[config.mk]
export PLATFORM = sky130hd
export DESIGN_NAME = cpu_state_dumper
export DESIGN_NICKNAME = d
export VERILOG_FILES = /design/src/rtl/cpu_state_dumper_pkg.sv /design/src/rtl/cpu_state_dumper_dump_out_stage.sv /design/src/rtl/cpu_state_dumper.sv
export SDC_FILE = /design/constraint.sdc
export NUM_CORES = 1
export LEC_CHECK = 0
export CORE_MARGIN = 8
export CORE_UTILIZATION = 60
export DETAILED_ROUTE_END_ITERATION = 7
export DONT_BUFFER_PORTS = 1
export PLACE_DENSITY = 0.76
export SLEW_MARGIN = 20
export SYNTH_ARGS = -nofsm -noshare
export SYNTH_HDL_FRONTEND = slang
export SYNTH_SLANG_ARGS = --single-unit
[constraint.sdc]
create_clock -name clk_i -period 2.3 [get_ports clk_i]
set_clock_uncertainty 0.2 [all_clocks]
set_input_delay 0.46 -clock clk_i [delete_from_list [all_inputs] [get_ports clk_i]]
set_output_delay 0.46 -clock clk_i [all_outputs]
set_load 0.1 [all_outputs]
[src/rtl/cpu_state_dumper_pkg.sv]
// Shared types for the CPU state dumper: FSM states and payload source codes.
package cpu_state_dumper_pkg;

    typedef enum logic [1:0] {
        IDLE  = 2'd0,
        REG   = 2'd1,
        MEM   = 2'd2,
        DRAIN = 2'd3
    } dump_state_t;

    localparam logic SRC_REG = 1'b0;
    localparam logic SRC_MEM = 1'b1;

endpackage

[src/rtl/cpu_state_dumper_dump_out_stage.sv]
// Single-entry valid/ready output register. A load overwrites the entry and
// raises valid; an accepted entry with no new load drops valid.
module dump_out_stage #(
    parameter int DATA_W = 32,
    parameter int IDX_W  = 8
) (
    input  logic              clk_i,
    input  logic              rst_i,
    input  logic              load_i,
    input  logic [DATA_W-1:0] data_i,
    input  logic              src_i,
    input  logic [IDX_W-1:0]  idx_i,
    input  logic              last_i,
    input  logic              ready_i,
    output logic              can_load_o,
    output logic              valid_o,
    output logic [DATA_W-1:0] data_o,
    output logic              src_o,
    output logic [IDX_W-1:0]  idx_o,
    output logic              last_o
);

    // The entry is free when empty or being drained this cycle.
    assign can_load_o = !valid_o || ready_i;

    // Capture a new beat, hold while stalled, empty once accepted.
    always_ff @(posedge clk_i) begin
        if (rst_i) begin
            valid_o <= 1'b0;
            data_o  <= '0;
            src_o   <= 1'b0;
            idx_o   <= '0;
            last_o  <= 1'b0;
        end else if (load_i) begin
            valid_o <= 1'b1;
            data_o  <= data_i;
            src_o   <= src_i;
            idx_o   <= idx_i;
            last_o  <= last_i;
        end else if (ready_i) begin
            valid_o <= 1'b0;
        end
    end

endmodule

[src/rtl/cpu_state_dumper.sv]
// Debug engine that snapshots the register file then data memory and streams
// one word per beat over valid/ready, optionally freezing the CPU meanwhile.
module cpu_state_dumper
    import cpu_state_dumper_pkg::*;
#(
    parameter int DATA_W     = 32,
    parameter int NUM_REGS   = 32,
    parameter int NUM_MEM    = 32,
    parameter int IDX_W      = 8,
    parameter int TRIG_CYCLE = 30,
    parameter int CNT_W      = 16,
    parameter int FREEZE_EN  = 1
) (
    input  logic              clk_i,
    input  logic              rst_i,
    input  logic              start_i,
    output logic [IDX_W-1:0]  rf_addr_o,
    input  logic [DATA_W-1:0] rf_data_i,
    output logic [IDX_W-1:0]  mem_addr_o,
    input  logic [DATA_W-1:0] mem_data_i,
    output logic              dump_valid_o,
    input  logic              dump_ready_i,
    output logic [DATA_W-1:0] dump_data_o,
    output logic              dump_src_o,
    output logic [IDX_W-1:0]  dump_idx_o,
    output logic              dump_last_o,
    output logic              busy_o,
    output logic              freeze_o,
    output logic              done_o,
    output logic [CNT_W-1:0]  cycle_cnt_o
);

    localparam bit              HAS_MEM   = (NUM_MEM != 0);
    localparam bit              AUTO_EN   = (TRIG_CYCLE != 0);
    localparam int              TRIG_M1_I = AUTO_EN ? TRIG_CYCLE - 1 : 0;
    localparam int              MEM_END_I = HAS_MEM ? NUM_MEM - 1 : 0;
    localparam logic [CNT_W-1:0] TRIG_M1  = CNT_W'(TRIG_M1_I);
    localparam logic [IDX_W-1:0] REG_END  = IDX_W'(NUM_REGS - 1);
    localparam logic [IDX_W-1:0] MEM_END  = IDX_W'(MEM_END_I);

    dump_state_t       state;
    logic [IDX_W-1:0]  idx;
    logic              armed;
    logic              auto_hit;
    logic              trig;
    logic              in_reg;
    logic              in_mem;
    logic              can_load;
    logic              load;
    logic              at_end;
    logic              ld_last;
    logic              ld_src;
    logic [DATA_W-1:0] ld_data;

    // The auto-trigger fires on the TRIG_CYCLE-th edge after reset, once.
    assign auto_hit = AUTO_EN && armed && (cycle_cnt_o == TRIG_M1);
    assign trig     = start_i || auto_hit;

    assign in_reg   = (state == REG);
    assign in_mem   = (state == MEM);
    assign load     = (in_reg || in_mem) && can_load;
    assign at_end   = in_mem ? (idx == MEM_END) : (idx == REG_END);
    assign ld_last  = in_mem ? at_end : (at_end && !HAS_MEM);
    assign ld_src   = in_mem ? SRC_MEM : SRC_REG;
    assign ld_data  = in_mem ? mem_data_i : rf_data_i;
    assign freeze_o = (FREEZE_EN != 0) && busy_o;

    // Saturating cycle counter and one-shot auto-trigger arming.
    always_ff @(posedge clk_i) begin
        if (rst_i) begin
            cycle_cnt_o <= '0;
            armed       <= 1'b1;
        end else begin
            if (cycle_cnt_o != {CNT_W{1'b1}})
                cycle_cnt_o <= cycle_cnt_o + 1'b1;
            if (auto_hit)
                armed <= 1'b0;
        end
    end

    // Snapshot sequencer: walks RF then DM indices, one load per free slot.
    always_ff @(posedge clk_i) begin
        if (rst_i) begin
            state      <= IDLE;
            idx        <= '0;
            rf_addr_o  <= '0;
            mem_addr_o <= '0;
            busy_o     <= 1'b0;
            done_o     <= 1'b0;
        end else begin
            done_o <= 1'b0;
            case (state)
                IDLE: begin
                    if (trig) begin
                        state     <= REG;
                        idx       <= '0;
                        rf_addr_o <= '0;
                        busy_o    <= 1'b1;
                    end
                end
                REG: begin
                    if (load) begin
                        if (at_end) begin
                            state     <= HAS_MEM ? MEM : DRAIN;
                            idx       <= '0;
                            rf_addr_o <= '0;
                        end else begin
                            idx       <= idx + 1'b1;
                            rf_addr_o <= idx + 1'b1;
                        end
                    end
                end
                MEM: begin
                    if (load) begin
                        if (at_end) begin
                            state      <= DRAIN;
                            idx        <= '0;
                            mem_addr_o <= '0;
                        end else begin
                            idx        <= idx + 1'b1;
                            mem_addr_o <= idx + 1'b1;
                        end
                    end
                end
                DRAIN: begin
                    if (dump_valid_o && dump_ready_i) begin
                        state  <= IDLE;
                        busy_o <= 1'b0;
                        done_o <= 1'b1;
                    end
                end
                default: state <= IDLE;
            endcase
        end
    end

    dump_out_stage #(
        .DATA_W (DATA_W),
        .IDX_W  (IDX_W)
    ) u_out (
        .clk_i      (clk_i),
        .rst_i      (rst_i),
        .load_i     (load),
        .data_i     (ld_data),
        .src_i      (ld_src),
        .idx_i      (idx),
        .last_i     (ld_last),
        .ready_i    (dump_ready_i),
        .can_load_o (can_load),
        .valid_o    (dump_valid_o),
        .data_o     (dump_data_o),
        .src_o      (dump_src_o),
        .idx_o      (dump_idx_o),
        .last_o     (dump_last_o)
    );

endmodule

==> insert_results.sql <==
INSERT INTO impl_metrics (metric_group, metric, value, unit) VALUES
('global_routing', 'grt_max_degree', '75', ''),
('floorplanning', 'die-area', '9410', 'sq um'),
('clock_tree', 'cts_made_buffers', '9', ''),
('setup_path', 'kind_of_capture_point_of_the_worst_setup_path', 'flop', ''),
('route', 'vias', '3289', ''),
('synth', 'yosys.area_share.adder', '2.23', '%'),
('route', 'totalWireLength', '10.1', 'mm'),
('global_routing', 'first_global_vias', '3269', ''),
('synth', 'synth.largest_area_cell', 'sky130_fd_sc_hd__dfxtp_1', ''),
('floorplanning', 'die-height', '97.0', 'um'),
('synth', 'synth-warning-count', '0', ''),
('synth', 'synth_seq_cells', '88', ''),
('place', 'post-dp-hpwl', '7.32', 'mm'),
('synth', 'post_synthesis_instance_area', '3940', 'sq um'),
('global_routing', 'grt-ovfl-total', '0', ''),
('finish', 'final_std_cells_w_o_fill', '581', ''),
('outcome', 'status', 'completed', ''),
('route', 'firstDrtPassIters', '4', ''),
('sta', 'sum_of_negative_setup_slack', '0', 'ps'),
('synth', 'synth_top_cells_by_count', '88 x sky130_fd_sc_hd__dfxtp_1, 68 x sky130_fd_sc_hd__nor2_1, 41 x sky130_fd_sc_hd__a211oi_1', ''),
('sta', 'grt_setup_unrepaired', 'no', ''),
('setup_path', 'crit_path_category', 'flop to flop', ''),
('synth', 'synth_flop_cell', 'sky130_fd_sc_hd__dfxtp_1', ''),
('clock_tree', 'cts_htree_levels', '3', ''),
('setup_path', 'startpoint_type', 'flop', ''),
('sta', 'finalCriticalPeriod', '2110', 'ps'),
('floorplanning', 'start_util', '62.0', '%'),
('sta', 'timing.final.hold_violations', '0', ''),
('route', 'wl_per_cell', '17.4', 'um'),
('route', 'ant_nets', '0', ''),
('finish', 'area.sequential', '1780', 'sq um'),
('global_routing', 'grt_pass1_wl', '16.5', 'mm'),
('place', 'dpl.cell_count', '563', ''),
('flow_run', 'timing.max_cap.violations', '0', ''),
('setup_path', 'critical_path.max_fanout', '8', ''),
('setup_path', 'data_required_time_at_the_worst_endpoint', '2350', 'ps'),
('synth', 'ys_types', '45', ''),
('synth', 'postSynthAreaPerCell', '9.13', 'sq um'),
('sta', 'part_of_the_cycle_the_worst_path_needs', '91.9', '%'),
('finish', 'area_delta_synth_final', '23.0', '%'),
('finish', 'insertedDiodeCount', '0', ''),
('clock_tree', 'clock_tree.buffer_depth', '2', ''),
('place', 'gpl_wtd_cong', '0.855', ''),
('synth', 'synth_top_area_share', '44.8', '%'),
('finish', 'final_nets', '574', ''),
('synth', 'synth_compound_gate_area_share', '15.5', '%'),
('pwr', 'irDropWorstVdd', '0.00127', 'V'),
('synth', 'netlist_instances', '431', ''),
('synth', 'ys_async_sr_fraction', '0', '%'),
('clock_tree', 'cts_sinks', '88', ''),
('finish', 'fraction_of_final_layout_cells_sized_beyond_drive_strength_1', '24.8', '%'),
('sta', 'timing.max_slew.rel_slack', '64.9', '%'),
('synth', 'edff_count_synth', '0', ''),
('synth', 'post_synth_mux_area_share', '9.98', '%'),
('floorplanning', 'die_width', '97.0', 'um'),
('synth', 'synth_top_family_by_area', 'simple AND/OR/NAND/NOR gates', ''),
('clock_tree', 'cts_tree', 'built', ''),
('clock_tree', 'worst_skew_pair.late_latency', '340', 'ps'),
('finish', 'multi_input_comb_area', '2040', 'sq um'),
('synth', 'synth-seq-area-share', '44.8', '%'),
('route', 'route.detailed.drc', '0', ''),
('sta', 'tightestPinTransition', '526', 'ps'),
('synth', 'synth.top_cells.by_area', 'sky130_fd_sc_hd__dfxtp_1 45%, sky130_fd_sc_hd__mux2i_1 9.4%, sky130_fd_sc_hd__a211oi_1 7.8%, sky130_fd_sc_hd__nor2_1 6.5%, sky130_fd_sc_hd__nand2_1 3.1%', ''),
('route', 'drt_iter0_markers', '143', ''),
('setup_path', 'crit_arrival', '2170', 'ps'),
('pwr', 'cellPowerDensity', '1460', 'nW/um^2'),
('synth', 'synth_simple_gate_area_share', '20.6', '%'),
('synth', 'synth_fp_nets', '506', ''),
('floorplanning', 'number_of_top_level_design_ports', '146', ''),
('sta', 'timing.final.setup_violations', '0', ''),
('min_path', 'hold_path_class', 'input port to flop', '');
==> final timing paths <==
check / start / endpoint / slack, ps / cells past startpoint
max reg2reg: idx[0] / state[0] / 190 / 6
min reg2reg: armed / armed / 250 / 1
min: dump_ready_i / done_o / 70 / 2
max: idx[0] / state[0] / 190 / 6
==> stage by stage <==
step	cell area (sq um)	setup slack, ps	util, %	power, W	hold slack, ps
final	4840	187	76.2	0.00709	74.4
after global placement	4570	244	72.0	0.00582	229
after CTS	4830	123	76.1	0.00711	61.8
after detailed placement	4570	158	72.0	0.00591	236
after global routing	4840	20.8	76.2	0.00750	83.6
after floorplan	3950	3.71	-	0.00519	219
==> logic make-up after synthesis <==
group | count (synthesis)
fa+ha+maj | 7
compound gates | 85
flops | 88
simple gates | 163
mux | 39
buf+inv | 35
xor+xnor | 14
==> cells in the final DEF, fill, tap and decap left out, types with 2 or more instances in the layout <==
cell type,n
sky130_fd_sc_hd__inv_1,8
sky130_fd_sc_hd__xnor2_1,10
sky130_fd_sc_hd__and3_1,7
sky130_fd_sc_hd__and4_1,4
sky130_fd_sc_hd__nor4_4,2
sky130_fd_sc_hd__a21oi_1,23
sky130_fd_sc_hd__a211oi_1,41
sky130_fd_sc_hd__nand2_1,32
sky130_fd_sc_hd__bufinv_16,2
sky130_fd_sc_hd__clkbuf_8,10
sky130_fd_sc_hd__mux2i_1,37
sky130_fd_sc_hd__nor3b_1,3
sky130_fd_sc_hd__dfxtp_2,13
sky130_fd_sc_hd__xor2_1,4
sky130_fd_sc_hd__nor3_1,9
sky130_fd_sc_hd__ha_1,6
sky130_fd_sc_hd__nand3_1,15
sky130_fd_sc_hd__nor2_1,68
sky130_fd_sc_hd__nand4_1,6
sky130_fd_sc_hd__o2bb2ai_1,8
sky130_fd_sc_hd__a22o_1,4
sky130_fd_sc_hd__clkinvlp_4,2
sky130_fd_sc_hd__buf_12,2
sky130_fd_sc_hd__dfxtp_1,75
sky130_fd_sc_hd__buf_4,80
sky130_fd_sc_hd__o21ai_0,2
sky130_fd_sc_hd__nand2b_1,5
==> per-layer routing <==
layer	GRT usage [%]	part of all wire (%)	vias up
li1	-	-	1674
met1	22.9	39	1485
met2	36.5	51	117
met3	7.18	8.9	13
met4	7.57	1.5	0
met5	0	0	-
==> report_power, final <==
| group | switching [W] | leakage [nW] | internal (W) | total (W) |
|---|---|---|---|---|
| clock network | 0.000537 | 0.106 | 0.000640 | 0.00118 |
| logic | 0.00298 | 1.01 | 0.00101 | 0.00399 |
| registers | 0.000127 | 0.723 | 0.00179 | 0.00192 |
| total | 0.00365 | 1.84 | 0.00345 | 0.00709 |
==> final cells by class <==
cell class | count | share of cell area (%)
multi-input combinational | 308 | 42.1
sequential | 88 | 36.7
timing repair buffer | 84 | 14.0
clock buffer | 11 | 2.92
tap | 77 | 1.99
clock inverter | 5 | 1.65
inverter | 8 | 0.620
==> worst max-delay path: stages (launching register included) <==
cell and delay (ps):
sky130_fd_sc_hd__dfxtp_1 480, sky130_fd_sc_hd__ha_1 320, sky130_fd_sc_hd__nand4_1 210, sky130_fd_sc_hd__nor4_4 240
sky130_fd_sc_hd__o2bb2ai_1 180, sky130_fd_sc_hd__nand3_1 140, sky130_fd_sc_hd__a211oi_1 260
==> registers in the layout (all words and copies together) (netlist names) <==
signal         flops
u_out.valid_o      1
cycle_cnt_o       16
done_o             1
busy_o             1
rf_addr_o          8
armed              1
idx                8
u_out.data_o      32
state              2
mem_addr_o         8
u_out.idx_o        8
u_out.src_o        1
u_out.last_o       1
==> what timing repair did <==
action	4_1_cts	5_1_grt
setup endpoints to repair	0	7
resized for setup	0	1
endpoints found under the hold margin	74	0
buffers inserted	0	0
hold buffers	2	0
(Power assumes the default switching activity.)
